### src/rtl/spi3_lcd_stream_writer.sv
// 3-wire serial panel writer: runs the RESX power-up sequence, then serialises
// command/data words ({D/C, payload}) on CSX/SCL/SDA, keeping CSX low until in_last.
module spi3_lcd_stream_writer #(
    parameter int CLK_DIV   = 1,
    parameter int WORD_BITS = 8,
    parameter int DC_BIT    = 1,
    parameter int MSB_FIRST = 1,
    parameter int RESX_LOW  = 4,
    parameter int RESX_WAIT = 16
) (
    input  logic                 CLK,
    input  logic                 RSTN,
    input  logic                 in_valid,
    output logic                 in_ready,
    input  logic                 in_dc,
    input  logic [WORD_BITS-1:0] in_data,
    input  logic                 in_last,
    output logic                 busy,
    output logic                 RESX,
    output logic                 CSX,
    output logic                 SCL,
    output logic                 SDA
);

    localparam int F    = WORD_BITS + DC_BIT;
    localparam int BW   = $clog2(F + 1);
    localparam int DW   = $clog2(CLK_DIV + 1);
    localparam int RMAX = (RESX_LOW > RESX_WAIT) ? RESX_LOW : RESX_WAIT;
    localparam int RW   = $clog2(RMAX + 1);

    localparam logic [BW-1:0] BIT_LAST  = BW'(F - 1);
    localparam logic [DW-1:0] DIV_LAST  = DW'(CLK_DIV - 1);
    localparam logic [RW-1:0] LOW_LAST  = RW'(RESX_LOW - 1);
    localparam logic [RW-1:0] WAIT_LAST = RW'(RESX_WAIT - 1);

    typedef enum logic [2:0] {
        RST_LOW,
        RST_WAIT,
        IDLE,
        SHIFT,
        HOLD,
        TAIL
    } state_t;

    state_t          state;
    logic [RW-1:0]   rcnt;
    logic [DW-1:0]   div;
    logic [BW-1:0]   bitn;
    logic            last_q;
    logic            tail_hi;
    logic [F-1:0]    shreg;
    logic [F-1:0]    frame_in;
    logic            accept;
    logic            bit_adv;

    function automatic logic [WORD_BITS-1:0] order_payload(input logic [WORD_BITS-1:0] d);
        logic [WORD_BITS-1:0] r;
        for (int i = 0; i < WORD_BITS; i++)
            r[i] = (MSB_FIRST != 0) ? d[i] : d[WORD_BITS-1-i];
        return r;
    endfunction

    // The frame is stored so that its first transmitted bit is always the top bit.
    generate
        if (DC_BIT != 0) begin : g_dc
            assign frame_in = {in_dc, order_payload(in_data)};
        end else begin : g_nodc
            logic unused_dc;
            assign unused_dc = in_dc;
            assign frame_in  = order_payload(in_data);
        end
    endgenerate

    assign accept  = in_valid && in_ready;
    assign bit_adv = (state == SHIFT) && SCL && (div == DIV_LAST) && (bitn != BIT_LAST);

    // Payload shifter: data path only, so it carries no reset.
    always_ff @(posedge CLK) begin
        if (accept)
            shreg <= frame_in << 1;
        else if (bit_adv)
            shreg <= shreg << 1;
    end

    always_ff @(posedge CLK or negedge RSTN) begin
        if (!RSTN) begin
            state    <= RST_LOW;
            rcnt     <= '0;
            div      <= '0;
            bitn     <= '0;
            last_q   <= 1'b0;
            tail_hi  <= 1'b0;
            RESX     <= 1'b0;
            CSX      <= 1'b1;
            SCL      <= 1'b0;
            SDA      <= 1'b0;
            in_ready <= 1'b0;
            busy     <= 1'b1;
        end else begin
            case (state)
                RST_LOW: begin
                    if (rcnt == LOW_LAST) begin
                        rcnt  <= '0;
                        RESX  <= 1'b1;
                        state <= RST_WAIT;
                    end else begin
                        rcnt <= rcnt + 1'b1;
                    end
                end
                RST_WAIT: begin
                    if (rcnt == WAIT_LAST) begin
                        rcnt     <= '0;
                        in_ready <= 1'b1;
                        busy     <= 1'b0;
                        state    <= IDLE;
                    end else begin
                        rcnt <= rcnt + 1'b1;
                    end
                end
                IDLE, HOLD: begin
                    if (accept) begin
                        CSX      <= 1'b0;
                        SCL      <= 1'b0;
                        SDA      <= frame_in[F-1];
                        last_q   <= in_last;
                        in_ready <= 1'b0;
                        busy     <= 1'b1;
                        div      <= '0;
                        bitn     <= '0;
                        state    <= SHIFT;
                    end
                end
                SHIFT: begin
                    if (div != DIV_LAST) begin
                        div <= div + 1'b1;
                    end else begin
                        div <= '0;
                        if (!SCL) begin
                            SCL <= 1'b1;
                        end else begin
                            // Falling edge: the only point where SDA may move.
                            SCL <= 1'b0;
                            if (bitn == BIT_LAST) begin
                                SDA <= 1'b0;
                                if (last_q) begin
                                    tail_hi <= 1'b0;
                                    state   <= TAIL;
                                end else begin
                                    in_ready <= 1'b1;
                                    state    <= HOLD;
                                end
                            end else begin
                                bitn <= bitn + 1'b1;
                                SDA  <= shreg[F-1];
                            end
                        end
                    end
                end
                TAIL: begin
                    if (div != DIV_LAST) begin
                        div <= div + 1'b1;
                    end else begin
                        div <= '0;
                        if (!tail_hi) begin
                            CSX     <= 1'b1;
                            tail_hi <= 1'b1;
                        end else begin
                            in_ready <= 1'b1;
                            busy     <= 1'b0;
                            state    <= IDLE;
                        end
                    end
                end
                default: state <= RST_LOW;
            endcase
        end
    end

endmodule

### config.mk
export PLATFORM = sky130hd
export DESIGN_NAME = spi3_lcd_stream_writer
export DESIGN_NICKNAME = d
export VERILOG_FILES = /design/src/rtl/spi3_lcd_stream_writer.sv
export SDC_FILE = /design/constraint.sdc
export NUM_CORES = 1
export LEC_CHECK = 0
export CORE_ASPECT_RATIO = 0.8
export CORE_MARGIN = 2
export CORE_UTILIZATION = 33
export CTS_BUF_LIST = sky130_fd_sc_hd__clkbuf_4
export DETAILED_ROUTE_END_ITERATION = 10
export SLEW_MARGIN = 30
export SYNTH_ARGS = -nofsm -noshare
export SYNTH_HDL_FRONTEND = slang
export SYNTH_SLANG_ARGS = --single-unit
### constraint.sdc
create_clock -name CLK -period 2.85 [get_ports CLK]
set_input_delay 0.57 -clock CLK [delete_from_list [all_inputs] [get_ports CLK]]
set_output_delay 0.57 -clock CLK [all_outputs]
set_load 0.05 [all_outputs]
==> results.md, run 1 <==
- CTS tree: built
- Final Cycle Share: 0.8307
- Final net count: ~190
- Clk sinks: 28
- Util after Layout: 0.4015
- FMAX: 0.4224 GHz
- Drt pass-1 iters: 4
- Post-synth EDFFs: 8
- Ys Warns: 0
- Clock-pin slew on the worst setup and hold paths: around 0.15 ns
- Post-synthesis simple-gate area fraction: 0.1798
- Post-synthesis compound-gate area fraction: 0.1735
- Area added between synthesis and finish: 16.32%
- Final GP Congestion: 0.7833
- First-pass GRT wire length: roughly 5.2 mm
- Max Cap Violations: 0
- Drt via density: around 5.3
- CP max stage delay: ~0.9 ns
- Syn Inst Count: 151
- DRC viols: 0
- Most frequent cells in the layout: 20 x nand2_1, 18 x dfrtp_1, 18 x clkdlybuf4s50_1, 13 x o21ai_0
- Largest family of logic cells by synthesized area: simple AND/OR/NAND/NOR gates
- Initial antenna violation count: 0
- Slowest-stage cell, CP: clkdlybuf4s50_1
- WP buf/inv: 1
- IO Port Bufs: 18
- PnR Total Power: about 2.0 mW
- Post-Synth XOR/XNOR Area: 0.005521
- Top_reg_cell synth: dfrtp_1
- Synth cell types: between 40 and 50
- Post-synthesis mux area share: 0.06940
- Ports: 19
- RSZ-0062 raised after global routing: false
- Die area: around 5400 µm²
- Crit path required time: around 2.3 ns
- Clock Tree Buf Depth: 2
- Power Density: 1066 nW/µm²
- Die X: just over 80 µm
- Die height: around 66 µm
- Setup_tns: 0 ns
- Worst vdd ir: approximately 0.00034 V
- Largest net degree at the start of global routing: 25
- WS Path Type: reg2out
- Mapped Avg Cell Area: ~11 µm²
- Via count: roughly 1200
- Share of layout cells above drive strength 1: 0.1446
- Clock Latency Late Sink: 0.32 ns
- Pleak: roughly 0.79 nW
- Initial Util: 0.3451
- H-Tree Level Count: 1
- Worst-Margin Slew: ~0.81 ns
- Gates resized, CTS repair: 0
- Startpoint types: register
- Row count: 22
- Core Region: roughly 4600 µm²
- Final setup viols: 0
- Antenna Cells: 0
- Wire per inst: 13.83 µm
- DP HPWL: between 2 and 2.5 mm
- Synth Area in Adders: 0.03943
- CP Max Fanout: 10
- Post-synth ARST share: 0.7143
- Crit-path cells: clkdlybuf4s50_1
- Crit path DAT: ~1.8 ns
- Root buffer cell: clkbuf_4
- Outcome: finished clean
- FF-to-FF path depth: 7
- Yosys reg bits: 28
- Syn_nets: between 150 and 200
- First DRT Iteration DRCs: between 100 and 150
- Vias in the first global route: between 1000 and 1500
- Final hold violations: 0
- Setup Buffers After CTS: 0
- Register area: 743.2 µm²
- CP endpoint kind: output port
- Most common cell after layout, fill and taps aside: nand2_1
- Crit. path cell count: 1
- ANT nets after route: 0
- FILL cells: 442
- Area of the multi-input gates: 742.0 µm²
- Max-slew violations: 0
- Crit path max-delay family: buffers and inverters
- Worst rel slew slack: 0.4588
- Num CTS Buffers: 3
- Tmin final: approximately 2.4 ns
- Cell Area, Synth: approximately 1600 µm²
- Sequential cell area fraction in the yosys report: 0.4685
- Routed WL: between 3 and 4 mm
- Min-Delay Path Depth: 2
- Post-CTS Hold Buffers: 0
- Gr usage total: 0.1278
- Clock skew: 0.002301 ns
- Grt ovf: 0
- Hold Crit Class: reg2reg
[registers in the layout, summed over array words and instances, names as in the netlist]
signal	count
RESX	1
CSX	1
state	3
SDA	1
last_q	1
in_ready	1
SCL	1
shreg	8
bitn	4
tail_hi	1
rcnt	5
busy	1
[final timing paths]
kind / from / slack [ns] / to
hold / removal: RESX$_DFFE_PN0P_ / 0.48 / RESX$_DFFE_PN0P_
setup reg to reg: rcnt[0]$_DFFE_PN0P_ / 0.86 / state[0]$_DFFE_PN0P_
setup / recovery: SCL$_DFFE_PN0P_ / 0.48 / SCL
max in group asynchronous: RSTN / 2.02 / CSX$_DFFE_PN1P_
min in group asynchronous: RSTN / 0.56 / bitn[3]$_DFFE_PN0P_
hold reg to reg: RESX$_DFFE_PN0P_ / 0.48 / RESX$_DFFE_PN0P_
[per-layer routing]
layer | track usage | vias to the layer above | part of all wire
met3 | 0.02732 | 2 | 0.056
li1 | - | 581 | -
met2 | 0.2121 | 34 | 0.47
met1 | 0.1632 | 578 | 0.47
met4 | 0.04661 | 0 | 0.0038
met5 | 0 | - | 0
[synthesized netlist by cell type, types with 5 or more instances]
master,n,area share
inv_1,8,0.019
nand2_1,20,0.047
nand3_1,5,0.016
mux2_2,8,0.057
a21oi_1,7,0.022
edfxtp_1,8,0.15
nor2_1,5,0.012
ha_1,5,0.039
o21ai_0,13,0.041
dfrtp_1,18,0.28
[through the flow]
| stage | instances | instance area (µm²) | setup WS (ns) | hold WS [ns] |
|---|---|---|---|---|
| floorplan | 151 | 1587 | 1.096 | 0.2744 |
| global placement | 222 | 1793 | 0.8316 | 0.4544 |
| detailed placement | 222 | 1793 | 0.6492 | 0.4567 |
| CTS | 226 | 1846 | 0.4824 | 0.4931 |
| global route | 226 | 1846 | 0.4106 | 0.5364 |
| finish | 226 | 1846 | 0.4824 | 0.4815 |
[final cells by class]
cell class | instances | share of cell area
Inverter | 8 | 0.01627
Clock inverter | 1 | 0.01627
Timing Repair Buffer | 21 | 0.1098
Tap cell | 60 | 0.04068
Clock buffer | 3 | 0.01220
Sequential cell | 28 | 0.4027
Multi-Input combinational cell | 105 | 0.4020
[cells by family after synthesis]
logic type,after synthesis
simple gates,50
compound gates,39
flops,28
buf+inv,18
mux,10
fa+ha+maj,5
xor+xnor,1
[power by group]
group | total, mW | switching (mW) | internal (mW) | leakage (nW)
sequential | 0.823 | 0.233 | 0.590 | 0.315
combinational | 0.886 | 0.485 | 0.401 | 0.448
clock | 0.258 | 0.115 | 0.142 | 0.0279
(Power assumes the default switching activity.)
==> run 2, diff against run 1 <==
==> constraint.sdc (replaced) <==
create_clock -name CLK -period 2.4 [get_ports CLK]
set_input_delay 0.48 -clock CLK [delete_from_list [all_inputs] [get_ports CLK]]
set_output_delay 0.48 -clock CLK [all_outputs]
set_load 0.05 [all_outputs]
==> run 2 against run 1 <==
Against the previous run: clock skew up 0.0082 ns; routed wire length up 4.4%; final cell count up 1.3%; sequential share of layout area down 0.49 points; count of clock-buffer cells in the layout unchanged; largest cell class unchanged; highest routed layer unchanged.
==> results.md, run 2 (synthesis results as in run 1) <==
- H-Tree Level Count: 1
- WS Path Type: reg2out
- Core Region: ~4600 µm²
- Setup_tns: 0 ns
- First-pass GRT wire length: roughly 5.6 mm
- Area added between synthesis and finish: 17.74%
- Util after Layout: 0.4064
- Largest Register: shreg
- Root buffer cell: clkbuf_4
- Most common cell after layout, fill and taps aside: nand2_1
- Initial Util: 0.3451
- Crit path required time: roughly 1.9 ns
- CP endpoint kind: output port
- First DRT Iteration DRCs: ~110
- Min-Delay Path Depth: 2
- Routed WL: about 3.3 mm
- Die X: 81.52 µm
- Clock Latency Late Sink: between 0.3 and 0.4 ns
- CP max stage delay: ~0.8 ns
- Slowest-stage cell, CP: clkdlybuf4s50_1
- Max reg flops: 8
- WP buf/inv: 1
- Final hold violations: 0
- Ports: 19
- Row count: 22
- Setup Buffers After CTS: 0
- FF-to-FF path depth: 7
- Final Cycle Share: 0.9055
- RR Endpoint: state[0]$_DFFE_PN0P_
- DP HPWL: ~2.4 mm
- Largest net degree at the start of global routing: 20
- Final net count: ~190
- Grt ovf: 0
- Gr usage total: 0.1344
- Tmin final: 2.173 ns
- Max-slew violations: 0
- Hold Path Origin: RESX$_DFFE_PN0P_
- Wire per inst: about 14 µm
- Crit-path cells: clkdlybuf4s50_1
- Num CTS Buffers: 3
- Die height: about 66 µm
- Clock-pin slew on the worst setup and hold paths: 0.16 ns
- ANT nets after route: 0
- CP Max Fanout: 2
- Max Cap Violations: 0
- IO Port Bufs: 18
- Startpoint types: register
- Worst-Margin Slew: 0.6250 ns
- Post-CTS Hold Buffers: 0
- Worst rel slew slack: 0.5820
- Hold Crit Class: reg2reg
- Worst hold path endpoint: RESX$_DFFE_PN0P_
- FMAX: 0.4602 GHz
- Worst reg2reg path startpoint: rcnt[0]$_DFFE_PN0P_
- Most frequent cells in the layout: 20 x nand2_1, 18 x dfrtp_1, 18 x clkdlybuf4s50_1, 13 x o21ai_0
- Clock skew: around 0.010 ns
- R2R setup slack: around 0.46 ns
- Crit path max-delay family: buffers and inverters
- Final setup viols: 0
- CTS tree: built
- Crit. path cell count: 1
- Antenna Cells: 0
- Crit path DAT: around 1.7 ns
- Clock Tree Buf Depth: 2
- Outcome: finished clean
- DRC viols: 0
- RSZ-0062 raised after global routing: false
- Initial antenna violation count: 0
- Power Density: between 1000 and 1500 nW/µm²
- Clk sinks: 28
- Pleak: slightly above 0.8 nW
- Vias in the first global route: 1179
- Final GP Congestion: 0.7925
- Share of layout cells above drive strength 1: 0.1598
- Worst vdd ir: 0.0004497 V
- Die area: between 5000 and 6000 µm²
- Drt via density: between 5 and 6
- Via count: between 1000 and 1500
- Gates resized, CTS repair: 0
- Drt pass-1 iters: 4
- Largest regs: shreg (8), rcnt (5), bitn (4)
==> run 2: changes by cell type in the layout (fill, tap and decap cells not counted), sizes merged <==
cell | before | now
buf | 3 | 6
==> run 2: final cells by class <==
class	instances	area, µm²
sequential	28	743.2
multi-input combinational	105	742.0
fill	436	2729
tap	60	75.07
clock buffer	3	22.52
timing repair buffer	24	225.2
clock inverter	1	30.03
inverter	8	30.03
==> run 2: worst register-to-register path, cell delays in order, from the launching register on <==
cell and delay [ns]:
dfrtp_1 0.43, ha_1 0.24, and3_1 0.21, ha_1 0.24, mux2_2 0.29, nand2_1 0.11
o2bb2ai_1 0.09, o32ai_2 0.26
==> run 2: routing by layer <==
layer / vias to the layer above / GRT usage / wire length, µm
met1: 576 / 0.1747 / 1521
met5: - / 0 / 0
met2: 30 / 0.2162 / 1504
li1: 586 / - / -
met4: 0 / 0.04025 / 18
met3: 2 / 0.03825 / 220
==> run 2: report_power, final <==
part	switching, mW	internal [mW]
combinational	0.653	0.505
sequential	0.212	0.702
clock	0.140	0.169
total	1.01	1.38
==> run 2: through the flow <==
stage | cells | setup WS [ns] | power (mW) | hold slack (ns) | area, µm²
2_1_floorplan | 151 | 0.6463 | 1.798 | 0.1844 | 1587
3_3_place_gp | 225 | 0.4638 | 2.031 | 0.4567 | 1815
3_5_place_dp | 225 | 0.4256 | 2.083 | 0.4620 | 1815
4_1_cts | 229 | 0.2013 | 2.398 | 0.4963 | 1868
5_1_grt | 229 | 0.1517 | 2.570 | 0.5312 | 1868
6_report | 229 | 0.2268 | 2.381 | 0.4914 | 1868
==> run 2: how the worst max path moves through the flow <==
stage	slack (ns)	start	to
finish	0.23	busy$_DFFE_PN1P_	busy
global route	0.15	busy$_DFFE_PN1P_	busy
CTS	0.20	busy$_DFFE_PN1P_	busy
detailed placement	0.43	in_valid	SDA$_DFFE_PN0P_
global placement	0.46	in_valid	SDA$_DFFE_PN0P_
floorplan	0.65	rcnt[0]$_DFFE_PN0P_	state[0]$_DFFE_PN0P_
